File: src/rtl/mem_loader_pkg.sv
// Shared types and widths for the boot/program loader.
package mem_loader_pkg;

    localparam int unsigned LEN_W  = 16;
    localparam int unsigned ADDR_W = 32;
    localparam int unsigned DATA_W = 32;

    typedef enum logic [2:0] {
        ST_IDLE,
        ST_ARMED,
        ST_LEN_HI,
        ST_DATA,
        ST_DONE,
        ST_ERR
    } state_t;

endpackage

File: src/rtl/mem_loader_if.sv
// Data-memory write port driven by the loader.
interface mem_loader_if;
    import mem_loader_pkg::*;

    logic              mem_wr;
    logic [ADDR_W-1:0] mem_addr;
    logic [DATA_W-1:0] mem_wdata;

    modport master (output mem_wr, output mem_addr, output mem_wdata);
    modport slave  (input  mem_wr, input  mem_addr, input  mem_wdata);

endinterface

File: src/rtl/mem_loader_timeout.sv
// Inter-byte idle counter; hit_c flags the TIMEOUT-th idle cycle.
module ld_timeout_cnt #(
    parameter int unsigned TW      = 17,
    parameter int unsigned TIMEOUT = 100000
) (
    input  logic clk,
    input  logic rst_n,
    input  logic clr,
    input  logic en,
    output logic hit_c
);

    logic [TW-1:0] cnt;

    // A byte in the hit cycle wins, so clr masks the hit.
    assign hit_c = en && !clr && (cnt == TW'(TIMEOUT - 1));

    always_ff @(posedge clk or negedge rst_n) begin
        if (!rst_n) begin
            cnt <= '0;
        end else if (clr || !en) begin
            cnt <= '0;
        end else if (!hit_c) begin
            cnt <= cnt + TW'(1);
        end
    end

endmodule

File: src/rtl/mem_loader.sv
// UART byte stream -> little-endian word writes into data memory, framed by a 16-bit word count.
module mem_loader
    import mem_loader_pkg::*;
#(
    parameter logic [31:0] BASE_ADDR = 32'h0000_0000,
    parameter int unsigned MAX_WORDS = 64,
    parameter int unsigned TIMEOUT   = 100000,
    parameter int unsigned TW        = 17
) (
    input  logic             clk,
    input  logic             reset,
    input  logic             arm,
    input  logic             rx_valid,
    input  logic [7:0]       rx_data,
    mem_loader_if.master     mem,
    output logic             cpu_hold,
    output logic             busy,
    output logic             done,
    output logic             err,
    output logic [LEN_W-1:0] words_loaded
);

    state_t           state;
    state_t           next_state;
    logic [LEN_W-1:0] len;
    logic [LEN_W-1:0] len_rx_c;
    logic [1:0]       idx;
    logic [23:0]      asm_q;
    logic             to_en_c;
    logic             to_hit_c;

    assign len_rx_c = {rx_data, len[7:0]};
    assign to_en_c  = (state == ST_LEN_HI) || (state == ST_DATA);

    ld_timeout_cnt #(
        .TW      (TW),
        .TIMEOUT (TIMEOUT)
    ) u_timeout (
        .clk   (clk),
        .rst_n (reset),
        .clr   (rx_valid),
        .en    (to_en_c),
        .hit_c (to_hit_c)
    );

    always_ff @(posedge clk or negedge reset) begin
        if (!reset) begin
            state <= ST_IDLE;
        end else begin
            state <= next_state;
        end
    end

    always_comb begin
        next_state = state;
        case (state)
            ST_IDLE:   if (arm) next_state = ST_ARMED;
            ST_ARMED:  if (rx_valid) next_state = ST_LEN_HI;
            ST_LEN_HI: begin
                if (rx_valid) begin
                    if (len_rx_c == '0)                       next_state = ST_DONE;
                    else if (len_rx_c > LEN_W'(MAX_WORDS))    next_state = ST_ERR;
                    else                                      next_state = ST_DATA;
                end else if (to_hit_c) begin
                    next_state = ST_ERR;
                end
            end
            // words_loaded already counts the word on the bus while mem_wr is high
            ST_DATA: begin
                if (mem.mem_wr && (words_loaded == len)) next_state = ST_DONE;
                else if (to_hit_c)                       next_state = ST_ERR;
            end
            ST_DONE:   next_state = ST_IDLE;
            ST_ERR:    next_state = ST_IDLE;
            default:   next_state = ST_IDLE;
        endcase
    end

    always_ff @(posedge clk or negedge reset) begin
        if (!reset) begin
            len           <= '0;
            idx           <= '0;
            asm_q         <= '0;
            words_loaded  <= '0;
            mem.mem_wr    <= 1'b0;
            mem.mem_addr  <= BASE_ADDR;
            mem.mem_wdata <= '0;
            cpu_hold      <= 1'b0;
            busy          <= 1'b0;
            done          <= 1'b0;
            err           <= 1'b0;
        end else begin
            mem.mem_wr <= 1'b0;
            cpu_hold   <= (next_state == ST_ARMED) || (next_state == ST_LEN_HI)
                       || (next_state == ST_DATA);
            busy       <= (next_state == ST_LEN_HI) || (next_state == ST_DATA);
            done       <= (next_state == ST_DONE);
            err        <= (next_state == ST_ERR);

            if (rx_valid && (state == ST_ARMED)) begin
                len[7:0] <= rx_data;
            end

            if (rx_valid && (state == ST_LEN_HI)) begin
                len[15:8]    <= rx_data;
                idx          <= '0;
                words_loaded <= '0;
            end

            // Bytes 0..2 shift in from the top; the 4th completes the word into the write register.
            if (rx_valid && (state == ST_DATA)) begin
                idx <= idx + 2'd1;
                if (idx == 2'd3) begin
                    mem.mem_wr    <= 1'b1;
                    mem.mem_wdata <= {rx_data, asm_q};
                    mem.mem_addr  <= BASE_ADDR + 32'({words_loaded, 2'b00});
                    words_loaded  <= words_loaded + LEN_W'(1);
                end else begin
                    asm_q <= {rx_data, asm_q[23:8]};
                end
            end
        end
    end

endmodule

File: src/flat_wrapper.sv
// flat-port wrapper written by rule: the top's interface ports become plain ports
module mem_loader_flat import mem_loader_pkg::*;
#(
    parameter logic [31:0] BASE_ADDR = 32'h0000_0000,
    parameter int unsigned MAX_WORDS = 64,
    parameter int unsigned TIMEOUT   = 100000,
    parameter int unsigned TW        = 17
)
  (clk, reset, arm, rx_valid, rx_data, cpu_hold, busy, done, err, words_loaded, mem_mem_wr, mem_mem_addr, mem_mem_wdata);
  mem_loader_if mem_i ();
  input  logic clk;
  input  logic reset;
  input  logic arm;
  input  logic rx_valid;
  input  logic [7:0] rx_data;
  output logic cpu_hold;
  output logic busy;
  output logic done;
  output logic err;
  output logic [LEN_W-1:0] words_loaded;
  output wire logic [$bits(mem_i.mem_wr)-1:0] mem_mem_wr;
  output wire logic [$bits(mem_i.mem_addr)-1:0] mem_mem_addr;
  output wire logic [$bits(mem_i.mem_wdata)-1:0] mem_mem_wdata;
  assign mem_mem_wr = mem_i.mem_wr;
  assign mem_mem_addr = mem_i.mem_addr;
  assign mem_mem_wdata = mem_i.mem_wdata;
  mem_loader #(.BASE_ADDR(BASE_ADDR), .MAX_WORDS(MAX_WORDS), .TIMEOUT(TIMEOUT), .TW(TW)) u_core (.clk(clk), .reset(reset), .arm(arm), .rx_valid(rx_valid), .rx_data(rx_data), .mem(mem_i), .cpu_hold(cpu_hold), .busy(busy), .done(done), .err(err), .words_loaded(words_loaded));
endmodule
File: config.mk
export PLATFORM = sky130hd
export DESIGN_NAME = mem_loader_flat
export DESIGN_NICKNAME = d
export VERILOG_FILES = /design/src/rtl/mem_loader_pkg.sv /design/src/rtl/mem_loader_if.sv /design/src/rtl/mem_loader_timeout.sv /design/src/rtl/mem_loader.sv /design/src/flat_wrapper.sv
export SDC_FILE = /design/constraint.sdc
export NUM_CORES = 1
export LEC_CHECK = 0
export ABC_AREA = 1
export CAP_MARGIN = 20
export CORE_MARGIN = 5
export CORE_UTILIZATION = 30
export CTS_CLUSTER_SIZE = 16
export DETAILED_ROUTE_END_ITERATION = 16
export SYNTH_ARGS = -nofsm -noshare
export SYNTH_HDL_FRONTEND = slang
export SYNTH_SLANG_ARGS = --single-unit
File: constraint.sdc
create_clock -name clk -period 1.4 [get_ports clk]
set_input_delay 0.28 -clock clk [delete_from_list [all_inputs] [get_ports clk]]
set_output_delay 0.28 -clock clk [all_outputs]
set_load 0.005 [all_outputs]
# == Word-level counts from Yosys, hierarchy flattened ==
# Index checks and enable logic that the tools add are counted.
# op_classes
n_addsub,3
order_cmp,1
n_eq_ne,12
muxes,17
n_bitwise,1
reduce_logical,18
# ops
operator,n
two-way mux 16 bit,3
two-way mux 17 bit,2
two-way mux 3 bit,7
"adder 17 x 1 -> 17 bit, second input constant",1
"== test 17 bit, second input constant",1
"adder 16 x 1 -> 16 bit, second input constant",1
== test 16 bit,1
"greater-than comparator 16 x 7 -> 1 bit, second input constant",1
logical NOT 16 bit,1
"== test 3 x 2 -> 1 bit, second input constant",4
case mux 3 bit (4 select lines),1
"== test 3 x 1 -> 1 bit, second input constant",2
"== test 3 bit, second input constant",2
logical AND 1 bit,6
logical OR 1 bit,5
two-way mux 2 bit,2
AND reduction 2 bit,2
logical NOT 3 bit,1
"adder 2 x 1 -> 2 bit, second input constant",1
"== test 2 bit, second input constant",1
logical NOT 1 bit,2
two-way mux 1 bit,2
"!= test 2 bit, second input constant",1
nonzero test 2 bit,1
inverter 1 bit,1
# totals
reg_bits,131
in_bits,12

# == Depth between registers and ports, before layout ==
# Gate-level depths: netlist (run 1).
# depth
word_depth,10
mapped_depth,14
ltp_nobuf,14

# == Cells and area by module ==
# Synthesis (run 1) repeated with hierarchy kept, for this count alone.
# unflattened
hier_cells,744
area_unflattened_um2,6043.3
# by_module_without_submodules
mod,n_inst,cells_each,area_each_um2
mem_loader,1,586,5001.0
ld_timeout_cnt,1,158,1042.2

# == Worst setup path after synthesis (run 1) ==
# OpenSTA, ideal clock, no wires.
# synth_path
kind,register to register
start,reg u_core.u_timeout.cnt[0]
end,reg u_core.done
t_arrival_ns,1.408
required_time_ns,1.286
setup_slack_ns,-0.122
path_stages_with_launch,15
path_buffers,0
cell_sequence,dfrtp_1 > ha_1 > nand2_1 > inv_1 > nand2_1 > nor2_1 > nand2_1 > nand2_1 > nand2_1 > inv_1 > nand2_1 > nand3_1 > inv_1 > nand2_1 > nor2_1
# synth_between
elab_chain_cells,6
elab_cells_between_ends,7
cone_classes,eq/ne: 2; mux: 4; reduce/logical: 1
# synth_lines
item,line,text
from (decl),mem_loader_timeout.sv:13,logic [TW-1:0] cnt;
from (signal assigned),mem_loader_timeout.sv:24,cnt <= cnt + TW'(1);
== test 17 bit (*),mem_loader_timeout.sv:16,assign hit_c = en && !clr && (cnt == TW'(TIMEOUT - 1));
logical AND 1 bit (*),mem_loader_timeout.sv:16,
two-way mux 3 bit (*),"mem_loader.sv:64, mem_loader.sv:71",
"two-way mux 3 bit, on equally long branches","mem_loader.sv:70, mem_loader.sv:60",
case mux 3 bit (4 select lines) (*),mem_loader.sv:56,case (state)
named net u_core.next_state[0],mem_loader.sv:24,state_t next_state;
== test 3 bit (*),mem_loader.sv:97,done <= (next_state == ST_DONE);
to (signal assigned),mem_loader.sv:97,
to (decl),mem_loader.sv:18,"output logic done,"
# Mark *: on every way through the listed nets, which the timed path passes. The rest lies on a longest branch.
# A chain may end at the register's enable or synchronous reset.

# == Worst setup path after layout (run 1) ==
# Same ends and word-level chain as after synthesis.

==> results.toml, run 1 <==
[worst_setup_path]
critPathRequiredTime_ps = 1720
cp.arrival_ps = 1930
cp-end-kind = "flop"
crit_path_top_delay_cell = "dfrtp_1"
cp_top_family = "simple AND/OR/NAND/NOR gates"
cp.buffers_inverters = 3
critical_path.most_common_cell = "nand2_1"
crit_chain = "ha_2, nand2_4, inv_4, nand2_4, nor2_4, nand2_2, nand2_1, nand2_1, inv_1, nand2_1, nand3_4, inv_1, nand2_1, nor2_1"
start_kind = "flop"
cpPeakStageDelay_ps = 350
crit_type = "reg2reg"
path_max_fanout = 4

[clock_tree]
cts_root_buf = "clkbuf_16"
clock_sinks = 131
cts_tree = "built"
clk_pin_slew_ps = 60
clockBufferDepth = 2
clkLatencyLatePin_ps = 430
cts_made_buffers = 17
cts-htree-levels = 4

[grt]
overflow = 0
grt_max_degree = 49
grt_pass1_vias = 5475
grt_usage_pct = 15.3
use_met1_pct = 19.1
grtUsageMet2_pct = 25.2
grt_pass1_wl_um = 27100
top_usage_layer = "met2"
antenna_found_initial = 1
grtUsageMet3_pct = 4.63

[logic_synthesis]
synth_largest_area_cell = "dfrtp_1"
synth_compound_area_share_pct = 10.6
synthSimpleGateAreaFrac_pct = 22.5
yosys_register_bits = 131
synth_adder_area_share_pct = 0.638
synth_xor_area_share_pct = 0.894
synth_top_family_by_area = "simple AND/OR/NAND/NOR gates"
yosys-top-cells-area = "dfrtp_1 56%, nand2_1 12%, o21ai_0 7.7%"
synth_cell_types = 33
syn_area_um2 = 5880
synthCells = 695
synth_top_area_share_pct = 55.8
yosysWarnings = 0
syn_area_per_cell_um2 = 8.46
synthMuxAreaShare_pct = 0
yosysSeqAreaShare_pct = 55.8

[layout]
stdcell_area_um2 = 9960
postLayoutCoreUtil_pct = 51.4
syn_to_final_growth_pct = 69.5
drive_above_1_share_pct = 43.8
antenna_cells = 0
nets = 974

[power_and_ir_drop]
p_switching_uw = 4290
p_int_uw = 8750
ir_drop_mv = 0.919
p_leak_uw = 0.00497
power_frac_comb_pct = 29.1
pwr-share-seq_pct = 38.9
clockPowerShare_pct = 32.0
power_density_nw_per_um2 = 1310
netSwitchingFraction_pct = 32.9
fin_total_pwr_uw = 13000

[sta]
hold_viol = 0
skew_ps = 10.1
finalWorstSetupSlack_ps = -207
rsz0062_at_grt = "yes"
fin_crit_sh_pct = 115
fmax_ghz = 0.622
setup_tns_ps = -6350
finalSetupViolCount = 87
worstMarginPinSlew_ps = 510
relSlewSlack_pct = 66.0
hold-worst-slack_ps = 354
drv_slew = 0
min_period_ps = 1610

[floorplanning]
die_area_um2 = 22500
die-height_um = 150
die_width_um = 150
row_count = 51
coreArea_um2 = 19400
initial_core_util_pct = 30.3
io-pin-count = 97

[hold_path]
hold_class = "in2async"

[detailed_routing]
first_iter_violations = 246
via_per_inst = 4.54
wl_um = 18700
post_drt_wl_per_cell_um = 15.1
num_vias = 5611
drt_pass1_iterations = 4
drcViolationCount = 0
postRouteAntennaNets = 0

[placement]
post-dp-hpwl_um = 11500
gp_congestion = 0.870
io_buffers = 80
placedInstanceArea_um2 = 7780

[run_status]
failed_checks = "setup timing"
outcome = "finished, violations left"

[job]
max_cap_violations = 0
[metrics by stage]
step	std cells	setup WS, ps
6_report	1237	-207
5_1_grt	1237	-303
4_1_cts	1196	-168
3_5_place_dp	1132	-517
3_3_place_gp	1132	-508
2_1_floorplan	710	-81.1
[worst register-to-register path, stage by stage (launching register included)]
cell and delay [ps]:
dfrtp_1 350, ha_2 210, nand2_4 80, inv_4 80, nand2_4 50, nor2_4 120, nand2_2 90, nand2_1 80
nand2_1 50, inv_1 70, nand2_1 80, nand3_4 110, inv_1 40, nand2_1 60, nor2_1 40
[power by group through the flow]
stage	Combinational (µW)	Sequential (µW)	Clock (µW)
after floorplan	1600	5000	0
after global placement	2930	5060	0
after detailed placement	2980	5070	0
after CTS	3200	5010	4250
after global routing	4240	5160	4410
final	3800	5070	4160
[cell usage in the layout (no fill, tap or decap), drive strengths merged, types with 3 or more instances in the layout]
cell,count
clkinv,5
clkdlybuf4s15,20
dlygate4sd2,29
ha,3
conb,16
nand4,12
dfrtp,131
clkbuf,33
clkinvlp,3
a21oi,12
nand3,32
buf,194
nand2,194
inv,91
nor3,17
xnor2,4
clkdlybuf4s50,9
o21ai,102
nor2,50
[kinds of logic after synthesis]
logic type	count (synthesis)
simple gates	309
fa+ha+maj	3
buf+inv	124
xor+xnor	6
flops	131
other cells	1
compound gates	121
[layout make-up]
type	count	area, µm²
well taps	265	332
flip-flops and latches	131	3280
multi-input cells	455	2860
repair buffers	267	2590
inverters	87	344
fillers	1728	9430
clock inverters	12	96.3
clock buffers	20	457
[timing repair]
| item | 4_1_cts | 5_1_grt |
|---|---|---|
| setup endpoints to repair | 179 | 140 |
| gates cloned | 1 | 13 |
| hold buffers | 1 | 0 |
| resized for setup | 206 | 285 |
| setup buffers | 32 | 35 |
| pin swaps | 27 | 44 |
| hold endpoints to repair | 31 | 0 |
[cell usage after synthesis (all sizes together)]
library cell  number
buf               24
nor2              50
or2                1
a22o               1
nor3              17
inv               87
a21oi             12
a2bb2oi            1
nand2            194
conb               1
a211oi             2
and2               1
xor2               2
dfrtp            131
nand3             32
o21a               1
o31ai              1
xnor2              4
clkbuf            13
o22ai              1
nand4             12
nor4               2
ha                 3
o21ai            102
[registers in the layout, indices dropped and copies added (netlist names), 2 cells and up]
name / flops
u_core.mem.mem_wdata: 32
u_core.asm_q: 24
u_core.u_timeout.cnt: 17
u_core.len: 16
u_core.mem.mem_addr: 16
u_core.words_loaded: 16
u_core.state: 3
u_core.idx: 2
[worst paths after layout]
path | end | start | cells past startpoint | slack, ps
max | u_core.done$_DFF_PN0_ | u_core.u_timeout.cnt[0]$_DFFE_PN0P_ | 14 | -210
min | u_core.asm_q[23]$_DFFE_PN0P_ | reset | 2 | 350
max reg2reg | u_core.done$_DFF_PN0_ | u_core.u_timeout.cnt[0]$_DFFE_PN0P_ | 14 | -210
min reg2reg | u_core.mem.mem_addr[5]$_DFFE_PN0P_ | u_core.mem.mem_addr[5]$_DFFE_PN0P_ | 2 | 470
max in group asynchronous | u_core.mem.mem_addr[4]$_DFFE_PN0P_ | reset | 3 | 530
min in group clk | u_core.idx[0]$_DFFE_PN0P_ | rx_valid | 3 | 360
[layer usage]
metal  vias up  share of wire, %
li1       2746                 -
met1      2726                43
met2       113                51
met3        24               5.1
met4         2               1.3
met5         -             0.069
Note: power is estimated with default switching activity, not from simulation.
==> inputs of run 2 (changes only) <==
SKIP_CTS_REPAIR_TIMING = 1   (was not set)
==> run 2 against run 1 <==
The flow still finishes with violations (setup timing). Combinational power decreased by 5.3%. Clock skew decreased by 0.87 ps. Fmax decreased by 4.2%. Total power decreased by 1.7%. Setup slack got worse by 70 ps. Cell area decreased by 1.0%. Largest cell class unchanged.
==> results.toml, run 2 (synthesis gave the netlist of run 1 again) <==
[run_status]
outcome = "finished, violations left"
failed_checks = "setup timing"

[floorplanning]
row_count = 51
initial_core_util_pct = 30.3
die-height_um = 150
die_area_um2 = 22500
die_width_um = 150
io-pin-count = 97
coreArea_um2 = 19400

[layout]
drive_above_1_share_pct = 37.5
final_cells = 1234
stdcell_area_um2 = 9860
nets = 971
mostFrequentLayoutCells = "138 x nand2_1, 128 x dfrtp_1, 126 x buf_4"
postLayoutCoreUtil_pct = 50.9
antenna_cells = 0
largest_register_ffs = 32
top_regs = "u_core.mem.mem_wdata (32), u_core.asm_q (24), u_core.u_timeout.cnt (17)"
regMostFlops = "u_core.mem.mem_wdata"
layout_commonest_cell = "nand2_1"
syn_to_final_growth_pct = 67.8

[power_and_ir_drop]
p_leak_uw = 0.00578
power_frac_comb_pct = 28.1
p_switching_uw = 4110
clockPowerShare_pct = 32.4
netSwitchingFraction_pct = 32.1
p_int_uw = 8700
power_density_nw_per_um2 = 1300
pwr-share-seq_pct = 39.5
ir_drop_mv = 0.927

[worst_setup_path]
r2r-end = "u_core.words_loaded[15]$_DFF_PN0_"
ff2ff_path_depth = 12
cp-end-kind = "flop"
reg2reg_from = "u_core.state[2]$_DFF_PN0_"
path_max_fanout = 7
critPathRequiredTime_ps = 1690
cp.arrival_ps = 1970
start_kind = "flop"
r2r_slack_ps = -280
crit_type = "reg2reg"

[sta]
finalSetupViolCount = 80
finalWorstSetupSlack_ps = -277
fin_crit_sh_pct = 120
min_period_ps = 1680
fmax_ghz = 0.596
skew_ps = 9.19
drv_slew = 0
worstMarginPinSlew_ps = 511
hold_viol = 0
relSlewSlack_pct = 65.9
rsz0062_at_grt = "yes"

[detailed_routing]
first_iter_violations = 276
num_vias = 5609
postRouteAntennaNets = 0
wl_um = 18600
drcViolationCount = 0
post_drt_wl_per_cell_um = 15.1
drt_pass1_iterations = 5
via_per_inst = 4.55

[clock_tree]
clkLatencyLatePin_ps = 420
cts_tree = "built"
cts-htree-levels = 4
clock_sinks = 131
cts_root_buf = "clkbuf_16"
cts_made_buffers = 17
clockBufferDepth = 2
clk_pin_slew_ps = 60

[grt]
grt_usage_pct = 14.6
top_usage_layer = "met2"
grtUsageMet3_pct = 4.48
antenna_found_initial = 1
grt_pass1_wl_um = 25900
use_met1_pct = 18.7
grt_pass1_vias = 5201
grtUsageMet2_pct = 23.7
overflow = 0
grt_max_degree = 49

[hold_path]
hold_class = "in2async"

[job]
max_cap_violations = 0

[placement]
dp.cells = 1132
gp_congestion = 0.870
placedInstanceArea_um2 = 7780
io_buffers = 80
post-dp-hpwl_um = 11500
## run 2: cell count changes in the layout (fill, tap and decap cells not counted), sizes merged
cell and change:
clkdlybuf4s15 -20, dlygate4sd2 -29, clkbuf -1, dlymetal6s2s +56
buf -10, clkdlybuf4s50 +1
## run 2: worst max path at each step
| stage | startpoint | to | slack, ps | depth (start not counted) |
|---|---|---|---|---|
| floorplan | u_core.state[2]$_DFF_PN0_ | u_core.words_loaded[15]$_DFF_PN0_ | -80 | 12 |
| global placement | rx_valid | u_core.cpu_hold$_DFF_PN0_ | -510 | 9 |
| detailed placement | rx_valid | u_core.cpu_hold$_DFF_PN0_ | -520 | 9 |
| CTS | u_core.words_loaded[8]$_DFF_PN0_ | words_loaded[8] | -460 | 2 |
| global route | u_core.state[2]$_DFF_PN0_ | u_core.words_loaded[15]$_DFF_PN0_ | -390 | 12 |
| finish | u_core.state[2]$_DFF_PN0_ | u_core.words_loaded[15]$_DFF_PN0_ | -280 | 12 |
## run 2: per-layer routing
metal	up-vias	part of all wire (%)
li1	2732	-
met5	-	0.11
met2	136	50
met4	2	1.1
met1	2717	43
met3	22	5.4
## run 2: critical path: stages (launching register included)
cell,delay (ps)
dfrtp_1,370
inv_1,70
nand2_2,70
nor2_4,100
nand2_2,70
inv_2,80
nand2_4,80
buf_12,140
clkinv_8,60
buf_12,110
nand4_1,160
nand3_1,150
o21ai_1,80
## run 2: through the flow
step	setup slack [ps]	hold WS [ps]	power, µW	setup TNS (ps)
4_1_cts	-463	-245	12300	-21610
3_5_place_dp	-517	210	8050	-38210
6_report	-277	354	12800	-6160
5_1_grt	-390	379	13600	-15500
3_3_place_gp	-508	207	7980	-37160
2_1_floorplan	-81.1	-15.6	6600	-986
## run 2: power by group through the flow
stage | combinational, µW | sequential, µW | clock (µW)
after detailed placement | 2980 | 5070 | 0
after CTS | 3010 | 5020 | 4250
after floorplan | 1600 | 5000 | 0
after global routing | 4040 | 5150 | 4410
final | 3600 | 5060 | 4160
after global placement | 2930 | 5060 | 0
## run 2: cell type report
type | instances | area (µm²)
tap | 265 | 332
sequential | 131 | 3280
inverter | 87 | 347
clock buffer | 20 | 457
timing repair buffer | 264 | 2720
multi-input combinational | 455 | 2630
fill | 1749 | 9530
clock inverter | 12 | 96.3
==> inputs of run 3 (changes only) <==
==> constraint.sdc (replaced) <==
create_clock -name clk -period 1.4 [get_ports clk]
set_input_delay 0.42 -clock clk [delete_from_list [all_inputs] [get_ports clk]]
set_output_delay 0.42 -clock clk [all_outputs]
set_load 0.005 [all_outputs]
==> run 3 against run 2 <==
Fmax is 1.6% lower. Non-clock buffer count is 2 higher. Clock skew is 3.3 ps higher. Critical path type is now reg2out. Worst hold slack better by 92 ps. Final cell count is 0.16% higher. Critical path depth is 9 lower. The run still ends with setup timing left. Total power is 2.7% higher. Wire length is 0.74% higher.
==> results.toml, run 3 (synthesis gave the netlist of run 1 again) <==
[run_status]
outcome = "finished, violations left"
failed_checks = "setup timing"

[worst_setup_path]
critical_path.most_common_cell = "buf_4"
crit_type = "reg2out"
cp-end-kind = "primary output"
path_max_fanout = 5
critPathRequiredTime_ps = 980
crit_chain = "buf_4, buf_4, dlymetal6s2s_1"
ff2ff_path_depth = 8
crit_path_top_delay_cell = "dfrtp_2"
r2r_slack_ps = -280
cp.arrival_ps = 1280
start_kind = "flop"
cpPeakStageDelay_ps = 450
cp-startpoint = "u_core.words_loaded[3]$_DFF_PN0_"
r2r-end = "u_core.words_loaded[15]$_DFF_PN0_"
reg2reg_from = "u_core.words_loaded[2]$_DFF_PN0_"
endpoint = "words_loaded[3]"

[floorplanning]
row_count = 51
die_area_um2 = 22500
initial_core_util_pct = 30.3
die_width_um = 150
coreArea_um2 = 19400
io-pin-count = 97
die-height_um = 150

[sta]
drv_slew = 0
min_period_ps = 1700
skew_ps = 12.5
worstMarginPinSlew_ps = 518
relSlewSlack_pct = 65.5
fin_crit_sh_pct = 122
finalSetupViolCount = 125
rsz0062_at_grt = "yes"
finalWorstSetupSlack_ps = -305
fmax_ghz = 0.587
hold_viol = 0

[clock_tree]
cts_root_buf = "clkbuf_16"
clkLatencyLatePin_ps = 430
cts_tree = "built"
cts-htree-levels = 4
cts_made_buffers = 17
clk_pin_slew_ps = 70
clockBufferDepth = 2
clock_sinks = 131

[grt]
grt_pass1_wl_um = 25400
grt_usage_pct = 14.4
grt_pass1_vias = 5055
grt_max_degree = 49
overflow = 0
antenna_found_initial = 1

[layout]
syn_to_final_growth_pct = 69.3
drive_above_1_share_pct = 47.0
largest_register_ffs = 32
mostFrequentLayoutCells = "128 x dfrtp_1, 126 x buf_4, 123 x nand2_1"
top_regs = "u_core.mem.mem_wdata (32), u_core.asm_q (24), u_core.u_timeout.cnt (17)"
regMostFlops = "u_core.mem.mem_wdata"
antenna_cells = 0
final_cells = 1236
register_area_um2 = 3280
nets = 973
postLayoutCoreUtil_pct = 51.3
nFillCells = 1746
multi_input_area_um2 = 2890
layout_commonest_cell = "dfrtp_1"

[detailed_routing]
first_iter_violations = 247
num_vias = 5581
via_per_inst = 4.52
drt_pass1_iterations = 6
drcViolationCount = 0
post_drt_wl_per_cell_um = 15.1
wl_um = 18700
postRouteAntennaNets = 0

[placement]
dp.cells = 1129
dp_slack_ps = -629
io_buffers = 80
gp_congestion = 0.885
post-dp-hpwl_um = 11200

[job]
max_cap_violations = 0

[power_and_ir_drop]
ir_drop_mv = 0.969
power_density_nw_per_um2 = 1320
p_leak_uw = 0.00513

[hold_path]
hold_class = "in2async"
[run 3: power breakdown]
group / total (µW) / internal [µW] / switching, µW
registers: 5070 / 4540 / 529
clock network: 4570 / 2670 / 1900
logic: 3520 / 1630 / 1900
total: 13200 / 8840 / 4320
[run 3: area by class of cell]
cell class,count,area share [%]
sequential,131,33.0
multi-input combinational,455,29.0
timing repair buffer,266,25.2
clock buffer,18,4.31
inverter,87,3.58
tap,265,3.33
clock inverter,14,1.62
[run 3: how the worst min path moves through the flow]
stage,startpoint,endpoint,slack [ps],depth (start not counted)
detailed placement,reset,u_core.asm_q[13]$_DFFE_PN0P_,310,1
CTS,reset,u_core.mem.mem_wdata[24]$_DFFE_PN0P_,-140,1
global placement,reset,u_core.mem.mem_wdata[21]$_DFFE_PN0P_,310,1
finish,reset,u_core.mem.mem_wdata[24]$_DFFE_PN0P_,450,2
floorplan,reset,u_core.asm_q[0]$_DFFE_PN0P_,120,0
global route,reset,u_core.mem.mem_wdata[24]$_DFFE_PN0P_,460,2
[run 3: through the flow]
stage                     setup TNS (ps)  cell area (µm²)  power (µW)  hold WS [ps]
after global placement            -55020             7790        7960           315
after floorplan                     -986             5960        6600           124
final                             -10750             9950       13200           447
after global routing              -21720             9950       14000           461
after detailed placement          -55200             7790        8020           315
after CTS                         -35080             8380       12600          -145
[run 3: critical path: cells and delay by family (launching register included)]
kind | cells | cell delay, ps
buf+inv | 3 | 410
flops | 1 | 450
[run 3: metal layers]
| metal | up-vias | wire length, µm | global-route usage, % |
|---|---|---|---|
| met3 | 24 | 913 | 4.63 |
| met4 | 2 | 265 | 3.71 |
| li1 | 2733 | - | - |
| met2 | 112 | 9420 | 22.8 |
| met1 | 2710 | 8090 | 19.1 |
| met5 | - | 20 | 0 |
